[src/rtl/add32_sched.sv]
// ----------------------------------------------------------------------------
// add32_sched
//   Shares one 32-bit adder among NREQ requesters. A round-robin arbiter picks
//   one valid requester per cycle and presents its operands to the adder. The
//   result lands in a one-entry output register one cycle later. While a
//   downstream accept drains that register, a new word can be accepted in the
//   same cycle, so the block sustains one word per cycle.
//
//   Optional feature (macro ADD32_SCHED_CARRY_CHAIN_EN):
//     defined   : multi-word adds. A word with req_last=0 locks the arbiter
//                 to its requester (state LOCK). Later words in the chain use
//                 the stored carry as carry-in. The word with req_last=1
//                 releases the lock.
//     undefined : every word is a single add with cin=0. req_last is ignored
//                 and rsp_last is always 1.
//
// Ports
//   clk        : clock; all state changes on the rising edge
//   rst        : synchronous active-high reset
//   req_valid  : [NREQ] operand valid per requester
//   req_ready  : [NREQ] accept per requester; at most one bit is high
//   req_a      : [32*NREQ] addend A; requester i uses bits [32i+31:32i]
//   req_b      : [32*NREQ] addend B; packed the same way as req_a
//   req_last   : [NREQ] marks the final word of a multi-word add
//   rsp_valid  : result valid
//   rsp_ready  : downstream accept
//   rsp_sum    : sum bits [31:0]
//   rsp_cout   : carry out of bit 31
//   rsp_id     : index of the requester that owns the result
//   rsp_last   : req_last of the accepted word
// ----------------------------------------------------------------------------
module add32_sched #(
   parameter int NREQ = 4
) (
   input  logic               clk,
   input  logic               rst,
   input  logic [NREQ-1:0]    req_valid,
   output logic [NREQ-1:0]    req_ready,
   input  logic [32*NREQ-1:0] req_a,
   input  logic [32*NREQ-1:0] req_b,
   input  logic [NREQ-1:0]    req_last,
   output logic               rsp_valid,
   input  logic               rsp_ready,
   output logic [31:0]        rsp_sum,
   output logic               rsp_cout,
   output logic [2:0]         rsp_id,
   output logic               rsp_last
);

   localparam logic [2:0] LAST_GRANT_INIT = 3'(NREQ - 1);

`ifdef ADD32_SCHED_CARRY_CHAIN_EN
   typedef enum logic [0:0] {ARB = 1'b0, LOCK = 1'b1} state_t;
   state_t state_q, state_d;
   logic   carry_q, carry_d;
`else
   // req_last has no function when chaining is compiled out
   logic   unused_last_s;
   assign  unused_last_s = ^req_last;
`endif

   logic            out_free_s;
   logic            gnt_found_s;
   logic [2:0]      gnt_idx_s;
   logic [NREQ-1:0] ready_s;
   logic            xfer_s;
   logic [31:0]     a_s, b_s, sum_s;
   logic            cin_s, cout_s, last_s;

   logic            rsp_valid_q, rsp_valid_d;
   logic [31:0]     rsp_sum_q, rsp_sum_d;
   logic            rsp_cout_q, rsp_cout_d;
   logic [2:0]      rsp_id_q, rsp_id_d;
   logic            rsp_last_q, rsp_last_d;
   logic [2:0]      last_grant_q, last_grant_d;

   // Grant selection: locked requester in LOCK, otherwise round robin after last_grant
   always_comb begin
      gnt_found_s = 1'b0;
      gnt_idx_s   = 3'd0;
`ifdef ADD32_SCHED_CARRY_CHAIN_EN
      if (state_q == LOCK) begin
         // The locked requester is always the one granted last
         gnt_found_s = 1'b1;
         gnt_idx_s   = last_grant_q;
      end else begin
`endif
         // First pass covers indices above last_grant, second wraps to 0..last_grant
         for (int i = 0; i < NREQ; i++) begin
            if (!gnt_found_s && req_valid[i] && (3'(i) > last_grant_q)) begin
               gnt_found_s = 1'b1;
               gnt_idx_s   = 3'(i);
            end else begin
               gnt_found_s = gnt_found_s;
            end
         end
         for (int i = 0; i < NREQ; i++) begin
            if (!gnt_found_s && req_valid[i] && (3'(i) <= last_grant_q)) begin
               gnt_found_s = 1'b1;
               gnt_idx_s   = 3'(i);
            end else begin
               gnt_found_s = gnt_found_s;
            end
         end
`ifdef ADD32_SCHED_CARRY_CHAIN_EN
      end
`endif
   end

   // Ready decode and operand mux; ready depends only on valid, state and output occupancy
   always_comb begin
      out_free_s = !rsp_valid_q || rsp_ready;
      ready_s    = '0;
      a_s        = 32'd0;
      b_s        = 32'd0;
      last_s     = 1'b0;
      for (int i = 0; i < NREQ; i++) begin
         if (gnt_idx_s == 3'(i)) begin
            ready_s[i] = out_free_s && gnt_found_s && !rst;
            a_s        = req_a[32*i +: 32];
            b_s        = req_b[32*i +: 32];
            last_s     = req_last[i];
         end else begin
            ready_s[i] = 1'b0;
         end
      end
      xfer_s = |(req_valid & ready_s);
`ifdef ADD32_SCHED_CARRY_CHAIN_EN
      cin_s  = (state_q == LOCK) ? carry_q : 1'b0;
`else
      cin_s  = 1'b0;
`endif
      {cout_s, sum_s} = {1'b0, a_s} + {1'b0, b_s} + {32'd0, cin_s};
   end

   assign req_ready = ready_s;

   // Next-state: load a new result on transfer, otherwise drain or hold the output
   always_comb begin
      rsp_valid_d  = rsp_valid_q;
      rsp_sum_d    = rsp_sum_q;
      rsp_cout_d   = rsp_cout_q;
      rsp_id_d     = rsp_id_q;
      rsp_last_d   = rsp_last_q;
      last_grant_d = last_grant_q;
`ifdef ADD32_SCHED_CARRY_CHAIN_EN
      state_d      = state_q;
      carry_d      = carry_q;
`endif
      if (xfer_s) begin
         rsp_valid_d  = 1'b1;
         rsp_sum_d    = sum_s;
         rsp_cout_d   = cout_s;
         rsp_id_d     = gnt_idx_s;
         last_grant_d = gnt_idx_s;
`ifdef ADD32_SCHED_CARRY_CHAIN_EN
         rsp_last_d   = last_s;
         carry_d      = cout_s;
         // A last word always ends in ARB; any other word opens or continues a chain
         state_d      = last_s ? ARB : LOCK;
`else
         rsp_last_d   = 1'b1;
`endif
      end else if (rsp_ready) begin
         rsp_valid_d  = 1'b0;
      end else begin
         rsp_valid_d  = rsp_valid_q;
      end
   end

   // State and output registers with synchronous reset
   always_ff @(posedge clk) begin
      if (rst) begin
         rsp_valid_q  <= 1'b0;
         rsp_sum_q    <= 32'd0;
         rsp_cout_q   <= 1'b0;
         rsp_id_q     <= 3'd0;
         rsp_last_q   <= 1'b0;
         last_grant_q <= LAST_GRANT_INIT;
`ifdef ADD32_SCHED_CARRY_CHAIN_EN
         state_q      <= ARB;
         carry_q      <= 1'b0;
`endif
      end else begin
         rsp_valid_q  <= rsp_valid_d;
         rsp_sum_q    <= rsp_sum_d;
         rsp_cout_q   <= rsp_cout_d;
         rsp_id_q     <= rsp_id_d;
         rsp_last_q   <= rsp_last_d;
         last_grant_q <= last_grant_d;
`ifdef ADD32_SCHED_CARRY_CHAIN_EN
         state_q      <= state_d;
         carry_q      <= carry_d;
`endif
      end
   end

   assign rsp_valid = rsp_valid_q;
   assign rsp_sum   = rsp_sum_q;
   assign rsp_cout  = rsp_cout_q;
   assign rsp_id    = rsp_id_q;
   assign rsp_last  = rsp_last_q;

endmodule
[config.mk]
export PLATFORM = sky130hd
export DESIGN_NAME = add32_sched
export DESIGN_NICKNAME = d
export VERILOG_FILES = /design/src/rtl/add32_sched.sv
export SDC_FILE = /design/constraint.sdc
export NUM_CORES = 1
export LEC_CHECK = 0
export CAP_MARGIN = 20
export CORE_ASPECT_RATIO = 1.4
export CORE_UTILIZATION = 34
export DETAILED_ROUTE_END_ITERATION = 12
export PLACE_DENSITY_LB_ADDON = 0.12
export SLEW_MARGIN = 5
export SYNTH_ARGS = -nofsm -noshare
export SYNTH_HDL_FRONTEND = slang
export SYNTH_SLANG_ARGS = --single-unit
[constraint.sdc]
create_clock -name clk -period 5 [get_ports clk]
set_clock_uncertainty 0.2 [all_clocks]
set_input_delay 1.5 -clock clk [delete_from_list [all_inputs] [get_ports clk]]
set_output_delay 1.5 -clock clk [all_outputs]
set_load 0.005 [all_outputs]
==> key figures <==
Status
  – Outcome: finished clean

Worst setup path
  – Reg2reg end: rsp_sum[24]
  – Worst setup SP type: input port
  – Critical Path RT: 4960 ps
  – Arr. time, crit path: 4850 ps
  – R2R cell count: 20
  – Crit path max-delay cell type: a221o_2
  – Critical path capture point type: flip-flop
  – Family with the most delay on the worst path: compound AO/OA/AOI/OAI gates
  – Buffers plus inverters on the worst setup path: 4
  – R2R Setup Slk: 900 ps
  – Crit Path Category: in -> reg
  – Worst-path cell chain: buf_12 > o21ai_2 > a21oi_2 > a221o_2 > buf_12 > buf_4 > a22oi_1 > a31oi_1 > ha_4 > nand2_1 > o31ai_1 > a31o_1 > and3_1 > nor3_1 > buf_4 > o31ai_1 > xnor2_1 > o21ai_1
  – Slowest cell delay on critical path: 430 ps
  – CP max FO: 6
  – Reg2reg start: last_grant_q[1]

Logic synthesis
  – Post-synth top flop: dfxtp_1
  – Top cells by area, synth: nand2_1 (19%), dfxtp_1 (16%), o21ai_0 (9.9%)
  – Post-synth ARST share: 0
  – Seq/Total Area, Yosys: 0.161
  – Number of synthesized flops with an enable pin: 0
  – Post-synth top area share: 0.187
  – Post-Syn Area: 4840 um^2
  – Synth area leader: nand2_1
  – Syn_area_per_cell: 6.11 um^2
  – Netlist cell types: 62
  – Register bit total from synthesis: 39
  – Syn Nets: 1,092
  – Ys Warns: 0
  – Syn Inst Count: 792

Global route
  – Largest net degree at the start of global routing: 36
  – Initial antenna violation count: 0
  – GRT Util Overall: 0.305
  – Global-route wire length before repair: 33,800 um
  – Congestion Overflow GR: 0
  – Vias in the first global route: 6,507

Clock tree
  – Clock root buffer: clkbuf_16
  – Clock latency on the worst-skew pair: 290 ps
  – CTS Sinks: 39
  – CTS H-Tree Depth: 2
  – CTS clock-pin slew for the worst setup and hold paths: 60 ps
  – CTS Buffer Depth: 2
  – CTS buffer count: 5
  – CTS tree: built

Routing
  – 1st-iter DRT viols: 343
  – Avg WL per Cell: 16.7 um
  – Final ANT Viol Nets: 0
  – DRT Wirelength: 23,100 um
  – Vias: 7,053
  – Initial DRT Pass Iterations: 5
  – DR vias/cell: 5.11
  – DR DRC count: 0

Power and ir drop
  – Comb power frac: 0.727
  – Pwr Total: 3.00 mW
  – Clock power frac: 0.126
  – P_int: 1.82 mW
  – LEAKAGE: 4.06 nW
  – Worst VDD drop: 0.000230 V
  – PD cells: 317 nW/um^2
  – Sequential share of power: 0.147
  – Sw Share: 0.393
  – Sw Pwr: 1.18 mW

Min path
  – HP Start: rsp_sum[30]
  – Hold Path Depth: 2
  – Worst min path class: reg -> reg
  – Endpoint, Worst Hold: rsp_sum[30]

Die
  – IO Pins: 309
  – Die area: 14,700 um^2
  – CORE AREA: 13,900 um^2
  – Die W: 103 um
  – Die Y: 143 um
  – Row count: 51
  – Effective utilization at floorplan: 0.348

Layout
  – Layout Utilization: 0.680
  – Post-route cell area: 9460 um^2
  – Filler instances: 1,281
  – Final nets: 1,495
  – Layout cell share with drive strength beyond 1: 0.171
  – Area grow syn2layout: 95.7%
  – # diodes: 0

Place
  – HPWL after DPL: 19,100 um
  – RD Place Congestion: 0.897
  – DP Area: 8960 um^2
  – I/O Buffers: 303

STA
  – Pins Over Slew Limit: 0
  – Period minus WS final: 4890 ps
  – Final setup violation count: 0
  – RSZ-0062 raised after global routing: yes
  – Endpoints failing hold: 0
  – Fmax: 205 MHz
  – Crit share post-route: 0.978

Flow run
  – Maxcap violations: 0
## per-stage QoR
| stage | setup WS (ps) | hold slack [ps] | setup TNS, ps | std cells |
|---|---|---|---|---|
| 6_report | 112 | 244 | 0 | 1381 |
| 5_1_grt | -70.7 | 274 | -278 | 1381 |
| 4_1_cts | 15.6 | 249 | 0 | 1373 |
| 3_5_place_dp | -670 | 241 | -14910 | 1359 |
| 3_3_place_gp | -627 | 235 | -14260 | 1359 |
| 2_1_floorplan | 3.18 | 242 | 0 | 792 |
## flip-flops by register name, summed over array words and instances (netlist names)
name	count
rsp_sum	32
last_grant_q	2
rsp_id	2
rsp_cout	1
rsp_last	1
rsp_valid	1
## power by group through the flow
stage | Clock (mW) | Combinational [mW] | Sequential [mW]
after global placement | 0 | 2.01 | 0.448
after global routing | 0.399 | 2.39 | 0.452
after CTS | 0.383 | 2.06 | 0.442
after floorplan | 0 | 1.03 | 0.447
after detailed placement | 0 | 2.03 | 0.449
final | 0.378 | 2.18 | 0.441
## synth_stat cells, drive strengths merged (2+ instances only)
cell    instances
clkbuf         43
and2            4
o21ai         105
a211oi          9
a21o           11
nand2         241
xnor2          16
nor2           63
inv            12
nor2b           5
a32o            2
xor2            5
nand3          14
a21boi          2
nand4           3
a22oi          25
o22ai           2
o21a            4
ha             32
a211o           4
a21oi          54
o21bai          6
buf             9
and3            5
a221o           2
mux2i           2
nand2b          3
nor3b           2
nand3b          3
nor3           13
dfxtp          39
or3             3
o31ai           6
a31oi          28
## worst reg2reg max path: stages, from the launching register on
cell and delay [ps]:
dfxtp_1 540, inv_1 140, nand2_1 120, a21oi_1 110, a211oi_4 300, buf_4 180
buf_6 150, buf_4 180, o21ai_0 100, nand2_1 110, o21ai_0 90, nand2_1 70
ha_1 250, a21oi_1 230, o31ai_1 110, a31o_1 220, and3_1 190, o31ai_2 290
nand2_1 100, xor2_1 140, a22o_1 170
## cell families after synthesis
family / count (synthesis) / share of synthesized area
simple gates: 363 / 0.310
xor+xnor: 21 / 0.0380
mux: 2 / 0.00414
compound gates: 269 / 0.346
flops: 39 / 0.161
buf+inv: 64 / 0.0523
other cells: 1 / 0.000775
fa+ha+maj: 33 / 0.0869
## placed cells by master, fill, tap and decap left out, types with 7 or more instances in the layout
cell type / instances
clkdlybuf4s50_1: 297
nand2_1: 240
buf_4: 136
o21ai_0: 77
nor2_1: 61
a21oi_1: 50
dfxtp_1: 39
a31oi_1: 26
ha_1: 26
a22oi_1: 24
o21ai_1: 20
xnor2_1: 16
nand3_1: 14
inv_1: 12
a21o_1: 11
nor3_1: 10
o21ai_2: 7
clkbuf_16: 7
## worst max path at each step
stage,from,to,slack [ps],cells after the start
detailed placement,req_valid[1],rsp_sum[12],-670,19
global route,req_valid[3],rsp_sum[16],-70,19
global placement,req_valid[1],rsp_sum[12],-630,20
finish,req_valid[3],rsp_sum[28],110,18
CTS,req_valid[1],rsp_sum[31],20,20
floorplan,req_valid[3],rsp_sum[31],3,18
## layout make-up
type	count	area [um^2]	area share
timing repair buffer	448	4210	0.445
clock buffer	6	139	0.0147
inverter	12	45.0	0.00476
sequential	39	781	0.0825
tap	185	231	0.0245
multi-input combinational	689	4020	0.425
clock inverter	2	35.0	0.00370
## metal layers
layer	wire, um	track usage	vias to the layer above
li1	-	-	3579
met3	1540	0.0450	31
met1	9750	0.395	3172
met2	11400	0.520	271
met4	471	0.0778	0
met5	0	0	-
## repair_timing
action                     CTS  global route
setup endpoints to repair   28            25
pin swaps                   11            25
buffers inserted             5             6
gates resized for setup     26            54
hold buffers                 0             0
gates cloned                 1             2
(Power assumes the default switching activity.)
